`src/rtl/riscv_fetch_pkg.sv`:
```
// Shared fetch-stage types and constants.
package riscv_fetch_pkg;

  localparam logic [31:0] NOP_INST = 32'h0000_0013;

  // Width of the count of responses still owed by imem for flushed slots.
  localparam int DROP_W = 8;

  typedef struct packed {
    logic [31:0] pc;
    logic [31:0] inst;
    logic        filled;
  } fetch_entry_t;

  // Instruction addresses are always word aligned.
  function automatic logic [31:0] align_pc(input logic [31:0] a);
    return {a[31:2], 2'b00};
  endfunction

endpackage

```
`src/rtl/inst_fetch_unit_if.sv`:
```
// Fetch-stage bus: imem request/response, redirect, and decode handoff.
// Handshake rule for every valid/ready pair below: a transfer happens on a
// rising edge where valid && ready are both high; once raised, valid and its
// payload stay stable until that transfer (redirect may retract a request).
// imem_rsp_valid and redirect_valid have no ready and are consumed on sight.
interface inst_fetch_unit_if;
  logic        imem_req_valid;
  logic        imem_req_ready;
  logic [31:0] imem_req_addr;
  logic        imem_rsp_valid;
  logic [31:0] imem_rsp_data;
  logic        redirect_valid;
  logic [31:0] redirect_pc;
  logic        id_valid;
  logic        id_ready;
  logic [31:0] id_inst;
  logic [31:0] id_pc;

  modport master (
    output imem_req_valid, imem_req_addr, id_valid, id_inst, id_pc,
    input  imem_req_ready, imem_rsp_valid, imem_rsp_data,
    input  redirect_valid, redirect_pc, id_ready
  );

  modport slave (
    input  imem_req_valid, imem_req_addr, id_valid, id_inst, id_pc,
    output imem_req_ready, imem_rsp_valid, imem_rsp_data,
    output redirect_valid, redirect_pc, id_ready
  );
endinterface

```
`src/rtl/fetch_buf.sv`:
```
// Circular buffer of fetch entries. A slot is allocated when its request is
// accepted, filled in order when the response returns, and popped in order.
// Allocation (tail) and fill run on separate pointers; flush frees everything.
module fetch_buf
  import riscv_fetch_pkg::*;
#(
  parameter  int DEPTH = 2,
  localparam int PW    = $clog2(DEPTH),
  localparam int CW    = PW + 1
) (
  input  logic          clk,
  input  logic          reset,
  input  logic          flush,
  input  logic          alloc,
  input  logic [31:0]   alloc_pc,
  input  logic          fill,
  input  logic [31:0]   fill_inst,
  input  logic          pop,
  output fetch_entry_t  head,
  output logic          head_valid,
  output logic [CW-1:0] count,
  output logic [CW-1:0] unfilled
);

  fetch_entry_t  mem [DEPTH];
  logic [PW-1:0] rd_ptr;
  logic [PW-1:0] wr_ptr;
  logic [PW-1:0] fill_ptr;
  logic [CW-1:0] fcount;
  logic          fill_ok;

  // A response with no unfilled slot to land in is ignored.
  assign fill_ok    = fill && (unfilled != '0);
  assign unfilled   = count - fcount;
  assign head       = mem[rd_ptr];
  assign head_valid = mem[rd_ptr].filled && (count != '0);

  // Slot storage, pointers and occupancy counters.
  always_ff @(posedge clk) begin
    if (reset || flush) begin
      rd_ptr   <= '0;
      wr_ptr   <= '0;
      fill_ptr <= '0;
      count    <= '0;
      fcount   <= '0;
      for (int i = 0; i < DEPTH; i++) mem[i].filled <= 1'b0;
    end else begin
      if (alloc) begin
        mem[wr_ptr].pc     <= alloc_pc;
        mem[wr_ptr].filled <= 1'b0;
        wr_ptr             <= wr_ptr + PW'(1);
      end
      if (fill_ok) begin
        mem[fill_ptr].inst   <= fill_inst;
        mem[fill_ptr].filled <= 1'b1;
        fill_ptr             <= fill_ptr + PW'(1);
      end
      if (pop) begin
        mem[rd_ptr].filled <= 1'b0;
        rd_ptr             <= rd_ptr + PW'(1);
      end
      count  <= count + CW'(alloc) - CW'(pop);
      fcount <= fcount + CW'(fill_ok) - CW'(pop);
    end
  end

endmodule

```
`src/rtl/inst_fetch_unit.sv`:
```
// Instruction fetch stage: PC, in-order imem requests, response buffering,
// decode handoff and redirect flush.
// Optional build macro IFETCH_PERF_EN adds perf_fetched / perf_flushed counters.
module inst_fetch_unit
  import riscv_fetch_pkg::*;
#(
  parameter logic [31:0] RESET_PC  = 32'h0000_0000,
  parameter int          BUF_DEPTH = 2
) (
  input  logic              clk,
  input  logic              reset,
  inst_fetch_unit_if.master ifu
`ifdef IFETCH_PERF_EN
  ,
  output logic [31:0]       perf_fetched,
  output logic [31:0]       perf_flushed
`endif
);

  localparam int CW   = $clog2(BUF_DEPTH) + 1;
  localparam int DS_W = DROP_W + 1;

  logic [31:0]       pc;
  logic [DROP_W-1:0] drop_cnt;
  logic [DS_W-1:0]   drop_sum;
  logic [31:0]       hold_inst;
  logic [31:0]       hold_pc;
  fetch_entry_t      head;
  logic              head_valid;
  logic [CW-1:0]     buf_count;
  logic [CW-1:0]     buf_unfilled;
  logic              buf_full;
  logic              req_fire;
  logic              rsp_fill;
  logic              pop;

  assign buf_full           = (buf_count == CW'(BUF_DEPTH));
  assign ifu.imem_req_valid = !reset && !buf_full && !ifu.redirect_valid;
  assign ifu.imem_req_addr  = pc;
  assign req_fire           = ifu.imem_req_valid && ifu.imem_req_ready;
  assign rsp_fill           = ifu.imem_rsp_valid && (drop_cnt == '0) && !ifu.redirect_valid;
  assign ifu.id_valid       = head_valid;
  assign pop                = head_valid && ifu.id_ready;
  // When empty, decode keeps seeing the last instruction that was shown.
  assign ifu.id_inst        = head_valid ? head.inst : hold_inst;
  assign ifu.id_pc          = head_valid ? head.pc   : hold_pc;

  fetch_buf #(.DEPTH(BUF_DEPTH)) u_buf (
    .clk        (clk),
    .reset      (reset),
    .flush      (ifu.redirect_valid),
    .alloc      (req_fire),
    .alloc_pc   (pc),
    .fill       (rsp_fill),
    .fill_inst  (ifu.imem_rsp_data),
    .pop        (pop),
    .head       (head),
    .head_valid (head_valid),
    .count      (buf_count),
    .unfilled   (buf_unfilled)
  );

  // Responses still owed after a redirect: those already being dropped plus
  // every unfilled slot, less the one arriving this cycle (never below zero).
  always_comb begin
    drop_sum = {1'b0, drop_cnt} + DS_W'(buf_unfilled) + DS_W'(req_fire);
    if (ifu.imem_rsp_valid && (drop_sum != '0)) drop_sum = drop_sum - DS_W'(1);
  end

  // PC and drop counter.
  always_ff @(posedge clk) begin
    if (reset) begin
      pc       <= RESET_PC;
      drop_cnt <= '0;
    end else if (ifu.redirect_valid) begin
      pc       <= align_pc(ifu.redirect_pc);
      drop_cnt <= drop_sum[DROP_W] ? '1 : drop_sum[DROP_W-1:0];
    end else begin
      if (req_fire) pc <= pc + 32'd4;
      if (ifu.imem_rsp_valid && (drop_cnt != '0)) drop_cnt <= drop_cnt - DROP_W'(1);
    end
  end

  // Remember the last presented instruction for the empty case.
  always_ff @(posedge clk) begin
    if (reset) begin
      hold_inst <= NOP_INST;
      hold_pc   <= RESET_PC;
    end else if (head_valid) begin
      hold_inst <= head.inst;
      hold_pc   <= head.pc;
    end
  end

`ifdef IFETCH_PERF_EN
  // Pops delivered, and live slots discarded by redirect (a same-cycle pop survives).
  always_ff @(posedge clk) begin
    if (reset) begin
      perf_fetched <= '0;
      perf_flushed <= '0;
    end else begin
      if (pop) perf_fetched <= perf_fetched + 32'd1;
      if (ifu.redirect_valid)
        perf_flushed <= perf_flushed + 32'(buf_count) - 32'(pop);
    end
  end
`endif

endmodule

```
`src/flat_wrapper.sv`:
```
// flat-port wrapper written by rule: the top's interface ports become plain ports
module inst_fetch_unit_flat import riscv_fetch_pkg::*;
#(
  parameter logic [31:0] RESET_PC  = 32'h0000_0000,
  parameter int          BUF_DEPTH = 2
)
  (clk, reset, ifu_imem_req_valid, ifu_imem_req_addr, ifu_id_valid, ifu_id_inst, ifu_id_pc, ifu_imem_req_ready, ifu_imem_rsp_valid, ifu_imem_rsp_data, ifu_redirect_valid, ifu_redirect_pc, ifu_id_ready);
  inst_fetch_unit_if ifu_i ();
  input  logic clk;
  input  logic reset;
  output wire logic [$bits(ifu_i.imem_req_valid)-1:0] ifu_imem_req_valid;
  output wire logic [$bits(ifu_i.imem_req_addr)-1:0] ifu_imem_req_addr;
  output wire logic [$bits(ifu_i.id_valid)-1:0] ifu_id_valid;
  output wire logic [$bits(ifu_i.id_inst)-1:0] ifu_id_inst;
  output wire logic [$bits(ifu_i.id_pc)-1:0] ifu_id_pc;
  input wire logic [$bits(ifu_i.imem_req_ready)-1:0] ifu_imem_req_ready;
  input wire logic [$bits(ifu_i.imem_rsp_valid)-1:0] ifu_imem_rsp_valid;
  input wire logic [$bits(ifu_i.imem_rsp_data)-1:0] ifu_imem_rsp_data;
  input wire logic [$bits(ifu_i.redirect_valid)-1:0] ifu_redirect_valid;
  input wire logic [$bits(ifu_i.redirect_pc)-1:0] ifu_redirect_pc;
  input wire logic [$bits(ifu_i.id_ready)-1:0] ifu_id_ready;
  assign ifu_imem_req_valid = ifu_i.imem_req_valid;
  assign ifu_imem_req_addr = ifu_i.imem_req_addr;
  assign ifu_id_valid = ifu_i.id_valid;
  assign ifu_id_inst = ifu_i.id_inst;
  assign ifu_id_pc = ifu_i.id_pc;
  assign ifu_i.imem_req_ready = ifu_imem_req_ready;
  assign ifu_i.imem_rsp_valid = ifu_imem_rsp_valid;
  assign ifu_i.imem_rsp_data = ifu_imem_rsp_data;
  assign ifu_i.redirect_valid = ifu_redirect_valid;
  assign ifu_i.redirect_pc = ifu_redirect_pc;
  assign ifu_i.id_ready = ifu_id_ready;
  inst_fetch_unit #(.RESET_PC(RESET_PC), .BUF_DEPTH(BUF_DEPTH)) u_core (.clk(clk), .reset(reset), .ifu(ifu_i));
endmodule
```
`config.mk`:
```
export PLATFORM = sky130hd
export DESIGN_NAME = inst_fetch_unit_flat
export DESIGN_NICKNAME = d
export VERILOG_FILES = /design/src/rtl/riscv_fetch_pkg.sv /design/src/rtl/inst_fetch_unit_if.sv /design/src/rtl/fetch_buf.sv /design/src/rtl/inst_fetch_unit.sv /design/src/flat_wrapper.sv
export SDC_FILE = /design/constraint.sdc
export NUM_CORES = 1
export LEC_CHECK = 0
export ABC_AREA = 1
export BUFFER_PORTS_ARGS = -buffer_cell sky130_fd_sc_hd__buf_2
export CORE_AREA = 2 2 163 229
export CTS_BUF_LIST = sky130_fd_sc_hd__clkbuf_2
export DETAILED_ROUTE_END_ITERATION = 7
export DIE_AREA = 0 0 165 231
export PLACE_DENSITY = 0.59
export SYNTH_ARGS = -nofsm -noshare
export SYNTH_HDL_FRONTEND = slang
export SYNTH_SLANG_ARGS = --single-unit
```
`constraint.sdc`:
```
create_clock -name clk -period 4.9 [get_ports clk]
set_input_delay 0.245 -clock clk [delete_from_list [all_inputs] [get_ports clk]]
set_output_delay 0.245 -clock clk [all_outputs]
set_load 0.005 [all_outputs]
```
==> out/metrics.yaml <==
status: "finished clean"
irDropWorstVdd_v: 0.000149
clock-sinks: 236
final_util_pct: 38.1
num_rows: 83
dp_hpwl_um: 18300
worstSetupPathType: "input port to flip-flop"
critPathTopFamily: "buffers and inverters"
syn_avg_cell_area_um2: 9.87
wire_per_inst_um: 15.4
cap_violations: 0
syn_area_um2: 10700
drt-vias-per-instance: 4.52
ios: 168
post_cts_resized: 0
synth_edf_count: 124
initial_utilization_pct: 29.6
layout-drive-gt1-share_pct: 31.5
clk_latency_ps: 900
slew_viol_final: 0
holdCritPathClass: "input port to flip-flop"
vias: 8668
finalClockSkew_ps: 51.8
path_cells: "dlygate4sd3_1 -> buf_2 -> nor2_2 -> dlygate4sd3_1 -> inv_2 -> a21oi_2 -> nand2_1 -> buf_4 -> fa_1 -> fa_1 -> nor2_2 -> nand3_2 -> nand2_1 -> nand2_2 -> nor2_4 -> nand2_1 -> nor2_2 -> nand4_2 -> nand2_4 -> nand3_2 -> nand2_1 -> a21oi_2"
portBuffers: 163
grt_usage_pct: 15.3
critPathLaunchType: "input port"
route.antenna.remaining_nets: 0
post-route-drc-count: 0
grt_max_degree: 66
rsz0062_at_grt: "false"
tightest_slew_ps: 1140
yosys_warnings: 0
final_common_cell: "nand2_1"
fmax_mhz: 270
mostFrequentLayoutCells: "166 x nand2_1, 162 x buf_2, 129 x dlygate4sd3_1, 128 x inv_1, 124 x edfxtp_1"
crit_buf_inv: 5
finalCritPeriodShare_pct: 75.7
fp.dieH_um: 231
cts_made_buffers: 59
nFillCells: 3651
h-tree-depth: 2
hold_viol: 0
gr-total-overflow: 0
tns_ps: 0
nNetsFinal: 1483
root_buffer: "clkbuf_2"
critPathMaxStageDelay_ps: 640
dieArea_um2: 38100
p_leak_uw: 0.00637
clock_path_buffers: 3
drtIter0Drc: 505
drtPass1Iterations: 5
syn_inst: 1086
cts_tree: "yes"
antenna_found_initial: 3
setup_violations: 0
ctsHoldBuffers: 129
required_ps: 5630
ys_async_sr_fraction_pct: 0
gp_congestion: 0.830
synth_seq_cells: 236
slew_headroom_pct: 23.9
period_needed_ps: 3710
powerDensity_nw_per_um2: 291
cp.arrival_ps: 4440
die_w_um: 165
drt_wl_total_um: 29500
cp-end-kind: "flip-flop"
crit_top_cell: "nand2_1"
worstPathMaxFanout: 14
syn_to_final_growth_pct: 28.8
synth_ff_type: "edfxtp_1"
synth_cell_type_count: 49
worst_path_max_delay_cell: "dlygate4sd3_1"
grt_pass1_vias: 8597
cts_setup_buffers: 0
grt_pass1_wl_um: 45400
synth_seq_area_share_pct: 55.7
core_area_um2: 36200
clk_pin_slew_ps: 110
[kinds of logic after synthesis]
logic type | Yosys count | share of synthesized area, %
buf+inv | 186 | 7.06
xor+xnor | 27 | 2.21
compound gates | 141 | 7.59
other cells | 1 | 0.0350
fa+ha+maj | 12 | 1.54
flops | 236 | 55.7
simple gates | 423 | 19.6
mux | 60 | 6.30
[worst register-to-register path, delay by kind of cell (launching register included)]
family | cells | cell delay, ps
buffers and inverters | 2 | 310
flip-flops | 1 | 440
AND/OR/NAND/NOR | 12 | 1260
adder cells (fa/ha/maj) | 2 | 940
AO/OA/AOI/OAI | 2 | 210
[metal layers]
| metal | vias to the layer above | wire, µm | global-route usage [%] |
|---|---|---|---|
| met1 | 4150 | 11800 | 17.0 |
| met4 | 2 | 854 | 5.90 |
| li1 | 4257 | - | - |
| met2 | 190 | 15700 | 28.6 |
| met5 | - | 13 | 0 |
| met3 | 69 | 1160 | 2.61 |
[final timing paths]
kind | startpoint | to | slack, ps | cells after the start
max reg2reg | u_core.u_buf.count[0] | u_core.drop_cnt[0] | 1600 | 18
max | ifu_redirect_valid | u_core.drop_cnt[0] | 1190 | 22
min | ifu_imem_rsp_data[7] | u_core.u_buf.mem[1][8] | 110 | 2
min reg2reg | u_core.hold_inst[0] | u_core.hold_inst[0] | 480 | 2
[layout make-up]
class | count | area [µm²] | area share, %
sequential | 236 | 5970 | 43.2
clock buffer | 85 | 425 | 3.08
clock inverter | 23 | 96.3 | 0.698
antenna | 2 | 5.00 | 0.0363
inverter | 138 | 518 | 3.75
tap | 467 | 584 | 4.23
timing repair buffer | 301 | 2180 | 15.8
multi-input combinational | 665 | 4030 | 29.2
[registers in the layout, indices dropped and copies added, names as in the netlist, named ones only]
signal and cells:
u_core.u_buf.count 2, u_core.u_buf.mem 126, u_core.u_buf.wr_ptr 1, u_core.u_buf.fcount 2, u_core.ifu.imem_req_addr 30, u_core.u_buf.rd_ptr 1, u_core.hold_pc 32, u_core.hold_inst 32
u_core.drop_cnt 8, u_core.u_buf.fill_ptr 1
[cell usage after synthesis (10+ instances only)]
master	count	area [µm²]
inv_1	128	480
or2_2	56	350
a31oi_1	22	138
nand4_1	10	62.6
edfxtp_1	124	3720
nor2_2	11	68.8
mux2_2	60	676
clkbuf_1	25	93.8
buf_2	11	55.1
nor2_1	89	334
nand2_2	14	87.6
nand3_2	15	150
ha_1	10	125
dfxtp_1	112	2240
xor2_1	19	166
a21oi_1	20	100
inv_2	10	37.5
nand2_1	166	623
nand3_1	33	165
o21ai_0	69	345
[per-stage QoR]
step | cell area (µm²) | setup WS [ps] | std cells | hold WS [ps] | power (µW)
floorplan | 10700 | 1700 | 1087 | 344 | 2550
global placement | 12000 | 1450 | 1678 | 433 | 2680
detailed placement | 12000 | 1410 | 1678 | 437 | 2690
CTS | 13800 | 1290 | 1915 | 2.01 | 4080
global route | 13800 | 931 | 1917 | 32.6 | 4240
finish | 13800 | 1190 | 1917 | 107 | 4020
[where the power goes]
part / switching, µW / internal [µW] / total, µW
logic: 310 / 239 / 549
registers: 60.1 / 2120 / 2180
clock network: 822 / 471 / 1290
total: 1190 / 2830 / 4020
No activity file was read; power rests on OpenSTA's default activity.
